--- src/rtl/ram512_pkg.sv ---
// ram512_pkg: shared widths, FSM encodings and port indices for the RAM512 arbiter
package ram512_pkg;
  localparam int DEF_ADDR_W = 9;
  localparam int DEF_DATA_W = 16;
  typedef enum logic [1:0] {
    ST_START = 2'd0,
    ST_CLEAR = 2'd1,
    ST_SERVE = 2'd2
  } state_t;
  localparam logic PORT_A = 1'b0;
  localparam logic PORT_B = 1'b1;
endpackage

--- src/rtl/rr_arb2.sv ---
// rr_arb2: two-way round-robin arbiter; the pointer port wins a tie and moves to the loser after any grant
// Ports: clk, rst_n (async active-low), en (allow grants), req[1:0] (A=0, B=1), gnt[1:0] (one-hot or zero)
module rr_arb2 import ram512_pkg::*; (
  input  logic       clk,
  input  logic       rst_n,
  input  logic       en,
  input  logic [1:0] req,
  output logic [1:0] gnt
);
  logic r_ptr;
  always_comb gnt = !en ? 2'b00 : (&req ? (r_ptr == PORT_B ? 2'b10 : 2'b01) : req);
  always_ff @(posedge clk or negedge rst_n)
    if (!rst_n) r_ptr <= PORT_A;
    else if (|gnt) r_ptr <= gnt[PORT_A] ? PORT_B : PORT_A;
endmodule

--- src/rtl/ram512_arbiter.sv ---
// ram512_arbiter: shares the single RAM512 port between masters A and B, zero-filling the RAM after reset and on request
// Ports: clk, rst_n (async active-low), clr_req (start zero-fill), busy (clearing),
//        a_*/b_* valid/we/addr/wdata in, ready/rvalid/rdata out (1-cycle read latency),
//        ram_load/ram_address/ram_in to RAM512, ram_out from RAM512 (combinational read)
module ram512_arbiter import ram512_pkg::*; #(
  parameter int ADDR_W         = DEF_ADDR_W,
  parameter int DATA_W         = DEF_DATA_W,
  parameter int CLEAR_ON_RESET = 1
) (
  input  logic              clk,
  input  logic              rst_n,
  input  logic              clr_req,
  output logic              busy,
  input  logic              a_valid,
  input  logic              a_we,
  input  logic [ADDR_W-1:0] a_addr,
  input  logic [DATA_W-1:0] a_wdata,
  output logic              a_ready,
  output logic              a_rvalid,
  output logic [DATA_W-1:0] a_rdata,
  input  logic              b_valid,
  input  logic              b_we,
  input  logic [ADDR_W-1:0] b_addr,
  input  logic [DATA_W-1:0] b_wdata,
  output logic              b_ready,
  output logic              b_rvalid,
  output logic [DATA_W-1:0] b_rdata,
  output logic              ram_load,
  output logic [ADDR_W-1:0] ram_address,
  output logic [DATA_W-1:0] ram_in,
  input  logic [DATA_W-1:0] ram_out
);
  localparam logic [ADDR_W-1:0] LAST = '1;
  state_t r_state, w_next;
  logic [ADDR_W-1:0] r_cnt, r_addr, w_addr;
  logic [DATA_W-1:0] r_din, w_din;
  logic [1:0] w_gnt;
  logic w_en, w_we, w_clear;
  assign w_clear = r_state == ST_CLEAR;
  // a clear request steals the cycle: no grant while the FSM switches to CLEAR
  assign w_en = r_state == ST_SERVE && !clr_req;
  rr_arb2 u_arb (
    .clk  (clk),
    .rst_n(rst_n),
    .en   (w_en),
    .req  ({b_valid, a_valid}),
    .gnt  (w_gnt)
  );
  always_ff @(posedge clk or negedge rst_n)
    if (!rst_n) r_state <= ST_START;
    else r_state <= w_next;
  always_comb
    w_next = r_state == ST_START ? (CLEAR_ON_RESET != 0 ? ST_CLEAR : ST_SERVE) :
             w_clear ? (r_cnt == LAST ? ST_SERVE : ST_CLEAR) :
             (clr_req ? ST_CLEAR : ST_SERVE);
  // idle cycles keep the last address/data on the RAM bus
  always_comb begin
    w_we        = w_gnt[PORT_A] ? a_we : b_we;
    busy        = w_clear;
    ram_load    = w_clear || (|w_gnt && w_we);
    w_addr      = w_clear ? r_cnt : w_gnt[PORT_A] ? a_addr : w_gnt[PORT_B] ? b_addr : r_addr;
    w_din       = w_clear ? '0 : ram_load ? (w_gnt[PORT_A] ? a_wdata : b_wdata) : r_din;
    ram_address = w_addr;
    ram_in      = w_din;
    a_ready     = w_gnt[PORT_A];
    b_ready     = w_gnt[PORT_B];
  end
  always_ff @(posedge clk or negedge rst_n)
    if (!rst_n) begin
      r_cnt    <= '0;
      r_addr   <= '0;
      r_din    <= '0;
      a_rvalid <= 1'b0;
      b_rvalid <= 1'b0;
      a_rdata  <= '0;
      b_rdata  <= '0;
    end else begin
      r_cnt    <= w_clear ? r_cnt + 1'b1 : '0;
      r_addr   <= w_addr;
      r_din    <= w_din;
      a_rvalid <= a_ready && !a_we;
      b_rvalid <= b_ready && !b_we;
      if (a_ready && !a_we) a_rdata <= ram_out;
      if (b_ready && !b_we) b_rdata <= ram_out;
    end
endmodule
--- config.mk ---
export PLATFORM = sky130hd
export DESIGN_NAME = ram512_arbiter
export DESIGN_NICKNAME = d
export VERILOG_FILES = /design/src/rtl/ram512_pkg.sv /design/src/rtl/rr_arb2.sv /design/src/rtl/ram512_arbiter.sv
export SDC_FILE = /design/constraint.sdc
export NUM_CORES = 1
export LEC_CHECK = 0
export ABC_CLOCK_PERIOD_IN_PS = 3200
export BUFFER_PORTS_ARGS = -buffer_cell sky130_fd_sc_hd__buf_4
export CAP_MARGIN = 30
export CORE_MARGIN = 10
export CORE_UTILIZATION = 39
export DETAILED_ROUTE_END_ITERATION = 8
export HOLD_SLACK_MARGIN = 0.15
export PLACE_DENSITY = 0.67
export SYNTH_ARGS = -nofsm -noshare
export SYNTH_HDL_FRONTEND = slang
export SYNTH_SLANG_ARGS = --single-unit
--- constraint.sdc ---
create_clock -name clk -period 3.2 [get_ports clk]
set_clock_uncertainty 0.1 [all_clocks]
set_input_delay 0.16 -clock clk [delete_from_list [all_inputs] [get_ports clk]]
set_output_delay 0.16 -clock clk [all_outputs]
set_load 0.01 [all_outputs]
-- After elaboration in Yosys (flattened, before gate mapping)
Cells that the tools add are included.
W data, S select, Z words.
- bits in registers: 71
- latch bits: 0
- memory bits (writable): 0
- ROM bits: 0
- input bits: 73
- output and inout port bits: 63
- word-level logic and storage cells: 40
- memories kept: 0
- add/subtract/negate cells: 1
- multipliers: 0
- divide/modulo/power cells: 0
- $lt $le $gt $ge: 0
- equal/unequal tests: 3
- shifts and indexed selects: 0
- multiplexer cells: 16
- bitwise logic cells: 0
- reduce and logical (&&, ||, !) cells: 11
- operators with widths (operator ; count):
    $mux W16 ; 3
    $mux W9 ; 4
    $mux W2 ; 7
    $add A9 B1 Y9 const B ; 1
    $eq A9 B9 Y1 const B ; 1
    $logic_and A1 B1 Y1 ; 4
    $logic_not A1 Y1 ; 3
    $eq A2 B1 Y1 const B ; 1
    $eq A2 B2 Y1 const B ; 1
    $logic_not A2 Y1 ; 1
    $mux W1 ; 2
    $reduce_and A2 Y1 ; 1
    $reduce_or A2 Y1 ; 1
    $logic_or A1 B1 Y1 ; 1

-- Longest topological paths before layout
- depth after elaboration: 8
- depth in mapped cells: 8
- depth with buffers taken out: 6

-- Modules after synthesis
A second synthesis with hierarchy kept.
- cell total of the unflattened synthesis: 273
- area, all modules: 3415.8 um2
- by module, submodules not included (module ; instances ; cells an instance ; area each (um2) ; sequential area each (um2)):
    ram512_arbiter ; 1 ; 265 ; 3354.5 ; 1751.7
    rr_arb2 ; 1 ; 8 ; 61.3 ; 25.0

-- Least setup slack after synthesis
Ideal clock, no wire load.
- kind: flip-flop to flip-flop
- from: register r_state[0]
- to: register r_din[14]
- library setup time: 0.170 ns
- arrival time: 2.039 ns
- required time: 2.930 ns
- path slack: 0.892 ns
- stages on the path, launching flop included: 9
- buffers on the path: 3
- period minus slack after synthesis: 2.308 ns
- cells stage by stage: dfrtp_1 or3b_1 buf_2 or2_1 buf_2 clkinv_1 buf_2 nand2_1 a311oi_1
- longest elaborated chain between the ends: 8
- elaborated cells on any way between the ends: 11
- classes of those cells: eq/ne (2); mux (5); reduce/logical (4)
- RTL lines (element ; RTL line ; RTL):
    from (decl) ; ram512_arbiter.sv:34 ; state_t r_state, w_next;
    from (signal assigned) ; ram512_arbiter.sv:51 ; else r_state <= w_next;
    $eq A2 B2 Y1 ; ram512_arbiter.sv:41 ; assign w_en = r_state == ST_SERVE && !clr_req;
    $logic_and A1 B1 Y1 ; ram512_arbiter.sv:41 ;
    $mux W2 ; rr_arb2.sv:11 ; always_comb gnt = !en ? 2'b00 : (&req ? (r_ptr == PORT_B ? 2'b10 : 2'b01) : req);
    $reduce_or A2 Y1 or $mux W1 (tied branches) ; ram512_arbiter.sv:60, ram512_arbiter.sv:58 ;
    $logic_and A1 B1 Y1 ; ram512_arbiter.sv:60 ; ram_load = w_clear || (|w_gnt && w_we);
    $logic_or A1 B1 Y1 ; ram512_arbiter.sv:60 ;
    $mux W16 ; ram512_arbiter.sv:62 ; w_din = w_clear ? '0 : ram_load ? (w_gnt[PORT_A] ? a_wdata : b_wdata) : r_din;
    $mux W16 (*) ; ram512_arbiter.sv:62 ;
    net ram_in[14] ; ram512_arbiter.sv:30 ; output logic [DATA_W-1:0] ram_in,
    to (signal assigned) ; ram512_arbiter.sv:80 ; r_din <= w_din;
    to (decl) ; ram512_arbiter.sv:36 ; logic [DATA_W-1:0] r_din, w_din;
The timed path passes the listed nets; every way through them passes the cells marked *.
A chain may end at the register's enable or synchronous reset.

-- Final worst setup path
- from: input clr_req
- to: output ram_address[0]
- longest elaborated chain between the ends: 6
- RTL lines (element ; RTL line ; RTL):
    from (decl) ; ram512_arbiter.sv:12 ; input logic clr_req,
    $logic_not A1 Y1 (*) ; ram512_arbiter.sv:41 ;
    $logic_and A1 B1 Y1 (*) ; ram512_arbiter.sv:41 ;
    $mux W2 (*) ; rr_arb2.sv:11 ;
    $mux W9 ; ram512_arbiter.sv:61 ; w_addr = w_clear ? r_cnt : w_gnt[PORT_A] ? a_addr : w_gnt[PORT_B] ? b_addr : r_addr;
    $mux W9 (*) (2 in a row) ; ram512_arbiter.sv:61 ;
    to (decl) ; ram512_arbiter.sv:29 ; output logic [ADDR_W-1:0] ram_address,
Mark *: on every way between the ends. The rest lies on a longest branch, timed or not.

==> results.md <==
* Run status: complete, no violations
* Final-layout fill cell count at 653
* Global route total overflow at 0
* Latest clock arrival within the worst-skew pair at 0.33 ns
* Number of global-route vias before repair at 3,084
* Post-synthesis instance total at 291
* Slew at the pin closest to its max-slew limit at approximately 0.95 ns
* Deepest clock path buffer count at 2
* Category of the worst setup path capture point: primary output
* Worst setup path startpoint: clr_req
* Post-synthesis sequential element count at 71
* Reg clk slew, reported paths at 0.07 ns
* Number of distinct library cells after synthesis at 33
* Sw frac at 22.1%
* Worst r2r src: r_state[0]
* Post-route ant nets at 0
* Final cell area excluding filler cells at 5010 µm²
* Ratio of routed vias to standard cells at 5.03
* Power per unit of standard cell area at 329 nW/µm²
* Max-slew violation total from the final report at 0
* Number of cell instances on the worst register-to-register path at 6
* Number of setup violations in the final report at 0
* Area after detailed placement at 4270 µm²
* Mean instance size in the synthesized netlist at around 11 µm²
* Cell types with the largest area share after synthesis: sky130_fd_sc_hd__dfrtp_1 56%, sky130_fd_sc_hd__mux2_2 7.7%, sky130_fd_sc_hd__nand2_1 6.5%
* Sequential fraction of the synthesis area at 55.6%
* Width of the die at 111 µm
* Design Power at ~1.6 mW
* Final core utilization at between 60% and 70%
* Syn-to-layout area delta at 56.6%
* Number of maximum-capacitance constraint violations at 0
* Post-detail-place hpwl at 6840 µm
* Area of the core region at 7850 µm²
* Unrepaired setup endpoints after global routing: false
* Via Count at between 2,000 and 3,000
* Port-buffer cells at 135
* Hold Path End: r_addr[2]
* Synthesized net count at 366
* Initial core utilization at about two fifths
* First-pass GRT wire length at around 16,000 µm
* Total Wirelength at slightly above 10,000 µm
* Largest net degree at the start of global routing at 72
* Antenna violations before repair at 0
* Ratio of final minimum period to clock period at 93.5%
* Detailed Routing Iterations Pass 1 at 4
* FF-to-FF setup slack at 0.38 ns
* Final layout net count at 554
* Netlist Area Pre-Place at 3200 µm²
* H-tree depth at 3
* Detailed Route Iter0 Violations at 133
* Fraction of synthesized cell area taken by the top area cell type at 55.6%
* Number of buffers inserted during clock tree synthesis at 9
* Layout cells sized above 1 at 40.4%
* Worst EP arrival at between 2 and 3 ns
* Cell accounting for the most synthesized area: sky130_fd_sc_hd__dfrtp_1
* Sum of negative setup slack at 0 ns
* Biggest fanout along the worst timing path at 13
* Static power due to leakage at 2.56 nW
* Wire length per cell at 17.3 µm
* Tot GR Track Use at 16.0%
* Sequential group share of total power at 54.4%
* Number of remaining DRC errors at 0
* Vert. Die Dim at 111 µm
* Number of diodes at 0
* Highest attainable clock frequency at ~330 MHz
* Worst setup path category: input pin to primary output
* Clk root buf: sky130_fd_sc_hd__clkbuf_8
* Number of ports placed on the die boundary at approximately 140
* Number of cells on the worst hold path at 3
* Site Rows at 32
* Number of failing hold endpoints at the final stage at 0
* Clock tree from TritonCTS: yes
* Part of the power in the clock network at 36.9%
* Internal cell power at 1.28 mW
* Worst reg2reg path endpoint: r_din[15]
* Yosys warns at 0
* RD Place Congestion at between 0.8 and 0.9
* Worst-case vdd ir drop at just under 0.2 mV
* Final critical delay including setup and external delays at 2.99 ns
* # Post-CTS Setup Buffers at 0
* Relative slew slack at 36.7%
* Clk sink count at 71
* Worst EP required at 2.94 ns
* Overall die area at 12,200 µm²
* Power share of the combinational group at 8.7%
* Min-Delay Startpoint: a_addr[2]
* Launching element type of the critical path: input pin
* Type of the worst min-delay path: input pin to flip-flop
* Net switching power at ~0.36 mW
## final cells by class
cell class                 count  area (µm²)  share of cell area, %
clock inverter                 4        22.5                  0.450
timing repair buffer         196        1610                   32.2
tap                          102         128                   2.55
timing repair inverter         1        7.51                  0.150
clock buffer                  11         141                   2.82
inverter                       6        26.3                  0.525
multi-input combinational    194        1290                   25.8
sequential                    71        1780                   35.5
## registers in the layout, summed over array words and instances, names as in the netlist
register	count
a_rdata	16
b_rdata	16
r_din	16
r_addr	9
r_cnt	9
r_state	2
a_rvalid	1
b_rvalid	1
u_arb.r_ptr	1
## cell usage after synthesis
master                     instances
sky130_fd_sc_hd__nor2b_1           2
sky130_fd_sc_hd__a311oi_1         16
sky130_fd_sc_hd__nand2b_4          1
sky130_fd_sc_hd__or3_1             3
sky130_fd_sc_hd__xor2_1            3
sky130_fd_sc_hd__or3b_1            2
sky130_fd_sc_hd__a21bo_2           1
sky130_fd_sc_hd__a211oi_1          9
sky130_fd_sc_hd__buf_2             6
sky130_fd_sc_hd__a21o_1            1
sky130_fd_sc_hd__mux2_2           22
sky130_fd_sc_hd__ha_1              2
sky130_fd_sc_hd__inv_2             1
sky130_fd_sc_hd__a21oi_1           2
sky130_fd_sc_hd__or2_2             1
sky130_fd_sc_hd__clkinv_1          1
sky130_fd_sc_hd__nor3_2            2
sky130_fd_sc_hd__o21ai_0          20
sky130_fd_sc_hd__clkbuf_1         11
sky130_fd_sc_hd__and2_1            2
sky130_fd_sc_hd__dfrtp_1          71
sky130_fd_sc_hd__nand2_1          55
sky130_fd_sc_hd__or2_1             1
sky130_fd_sc_hd__nor2_2            1
sky130_fd_sc_hd__inv_1             4
sky130_fd_sc_hd__nor2_1            6
sky130_fd_sc_hd__xnor2_1           1
sky130_fd_sc_hd__nand3_1           4
sky130_fd_sc_hd__and3_1            1
sky130_fd_sc_hd__buf_6             3
sky130_fd_sc_hd__nor3_1           25
sky130_fd_sc_hd__nand2b_1          1
sky130_fd_sc_hd__mux2_4           10
## per-layer routing
layer | part of all wire (%) | up-vias | track usage, %
li1 | - | 1399 | -
met1 | 43 | 1424 | 19.3
met2 | 49 | 105 | 26.0
met3 | 5.7 | 17 | 4.54
met4 | 2.2 | 0 | 6.56
met5 | 0 | - | 0
## layout by cell type (no fill, tap or decap)
cell type,count
sky130_fd_sc_hd__o21ai_0,20
sky130_fd_sc_hd__a211oi_1,9
sky130_fd_sc_hd__xor2_1,3
sky130_fd_sc_hd__and3_1,1
sky130_fd_sc_hd__clkinvlp_4,3
sky130_fd_sc_hd__buf_4,140
sky130_fd_sc_hd__nor2b_1,2
sky130_fd_sc_hd__inv_2,1
sky130_fd_sc_hd__clkinv_2,3
sky130_fd_sc_hd__a21bo_2,1
sky130_fd_sc_hd__nand2_1,55
sky130_fd_sc_hd__nand2b_1,1
sky130_fd_sc_hd__dfrtp_1,71
sky130_fd_sc_hd__a21o_1,1
sky130_fd_sc_hd__nor3_2,2
sky130_fd_sc_hd__clkbuf_1,1
sky130_fd_sc_hd__nor2_2,1
sky130_fd_sc_hd__dlygate4sd3_1,56
sky130_fd_sc_hd__or2_1,1
sky130_fd_sc_hd__nor2_1,6
sky130_fd_sc_hd__ha_1,2
sky130_fd_sc_hd__nand2b_4,1
sky130_fd_sc_hd__mux2_4,10
sky130_fd_sc_hd__a21oi_1,2
sky130_fd_sc_hd__or2_2,1
sky130_fd_sc_hd__and2_1,2
sky130_fd_sc_hd__or3_1,3
sky130_fd_sc_hd__xnor2_1,1
sky130_fd_sc_hd__mux2_2,22
sky130_fd_sc_hd__nand3_1,4
sky130_fd_sc_hd__nor3_1,25
sky130_fd_sc_hd__clkbuf_8,10
sky130_fd_sc_hd__inv_1,4
sky130_fd_sc_hd__a311oi_1,16
sky130_fd_sc_hd__or3b_1,2
## kinds of logic (layout without fill, tap and decap cells)
family                     Yosys count  count (layout)  share of synthesized area, %
buffers and inverters               26             218                          3.99
xor gates and xnor gates             4               4                          1.10
DFF                                 71              71                          55.6
AOI/OAI and AO/OA                   49              49                          10.5
and+or+nand+nor                    107             107                          15.7
adders and majority gates            2               2                         0.782
muxes                               32              32                          12.4
## worst max-delay path by stage
stage,endpoint,cells after the start
3_5_place_dp,b_rdata[12],6
5_1_grt,ram_address[0],7
3_3_place_gp,b_rdata[11],6
6_report,ram_address[0],7
4_1_cts,ram_in[3],8
2_1_floorplan,r_din[14],8
## through the flow
| step | setup WS (ns) | instances | hold slack, ns |
|---|---|---|---|
| after global placement | 0.526 | 513 | 0.247 |
| after global routing | 0.0419 | 585 | 0.186 |
| final | 0.207 | 585 | 0.186 |
| after CTS | 0.109 | 584 | 0.159 |
| after floorplan | 0.892 | 291 | -0.236 |
| after detailed placement | 0.513 | 513 | 0.243 |
## what timing repair did
action | CTS | global route
endpoints found under the hold margin | 127 | 0
endpoints found under the setup margin | 0 | 34
hold buffers | 56 | 0
gates resized for setup | 0 | 2
## power by group through the flow
stage               Sequential [mW]  Combinational (mW)  Clock [mW]
global route                  0.896               0.157       0.664
floorplan                     0.914              0.0133           0
detailed placement            0.914               0.104           0
finish                        0.897               0.143       0.609
CTS                           0.897               0.145       0.629
global placement              0.914               0.102           0
## critical path, stage by stage
cell,delay [ns]
sky130_fd_sc_hd__dlygate4sd3_1,0.56
sky130_fd_sc_hd__buf_4,0.14
sky130_fd_sc_hd__or3b_1,0.53
sky130_fd_sc_hd__or3b_1,0.62
sky130_fd_sc_hd__a211oi_1,0.36
sky130_fd_sc_hd__o21ai_0,0.18
sky130_fd_sc_hd__buf_4,0.18
(Power assumes the default switching activity.)
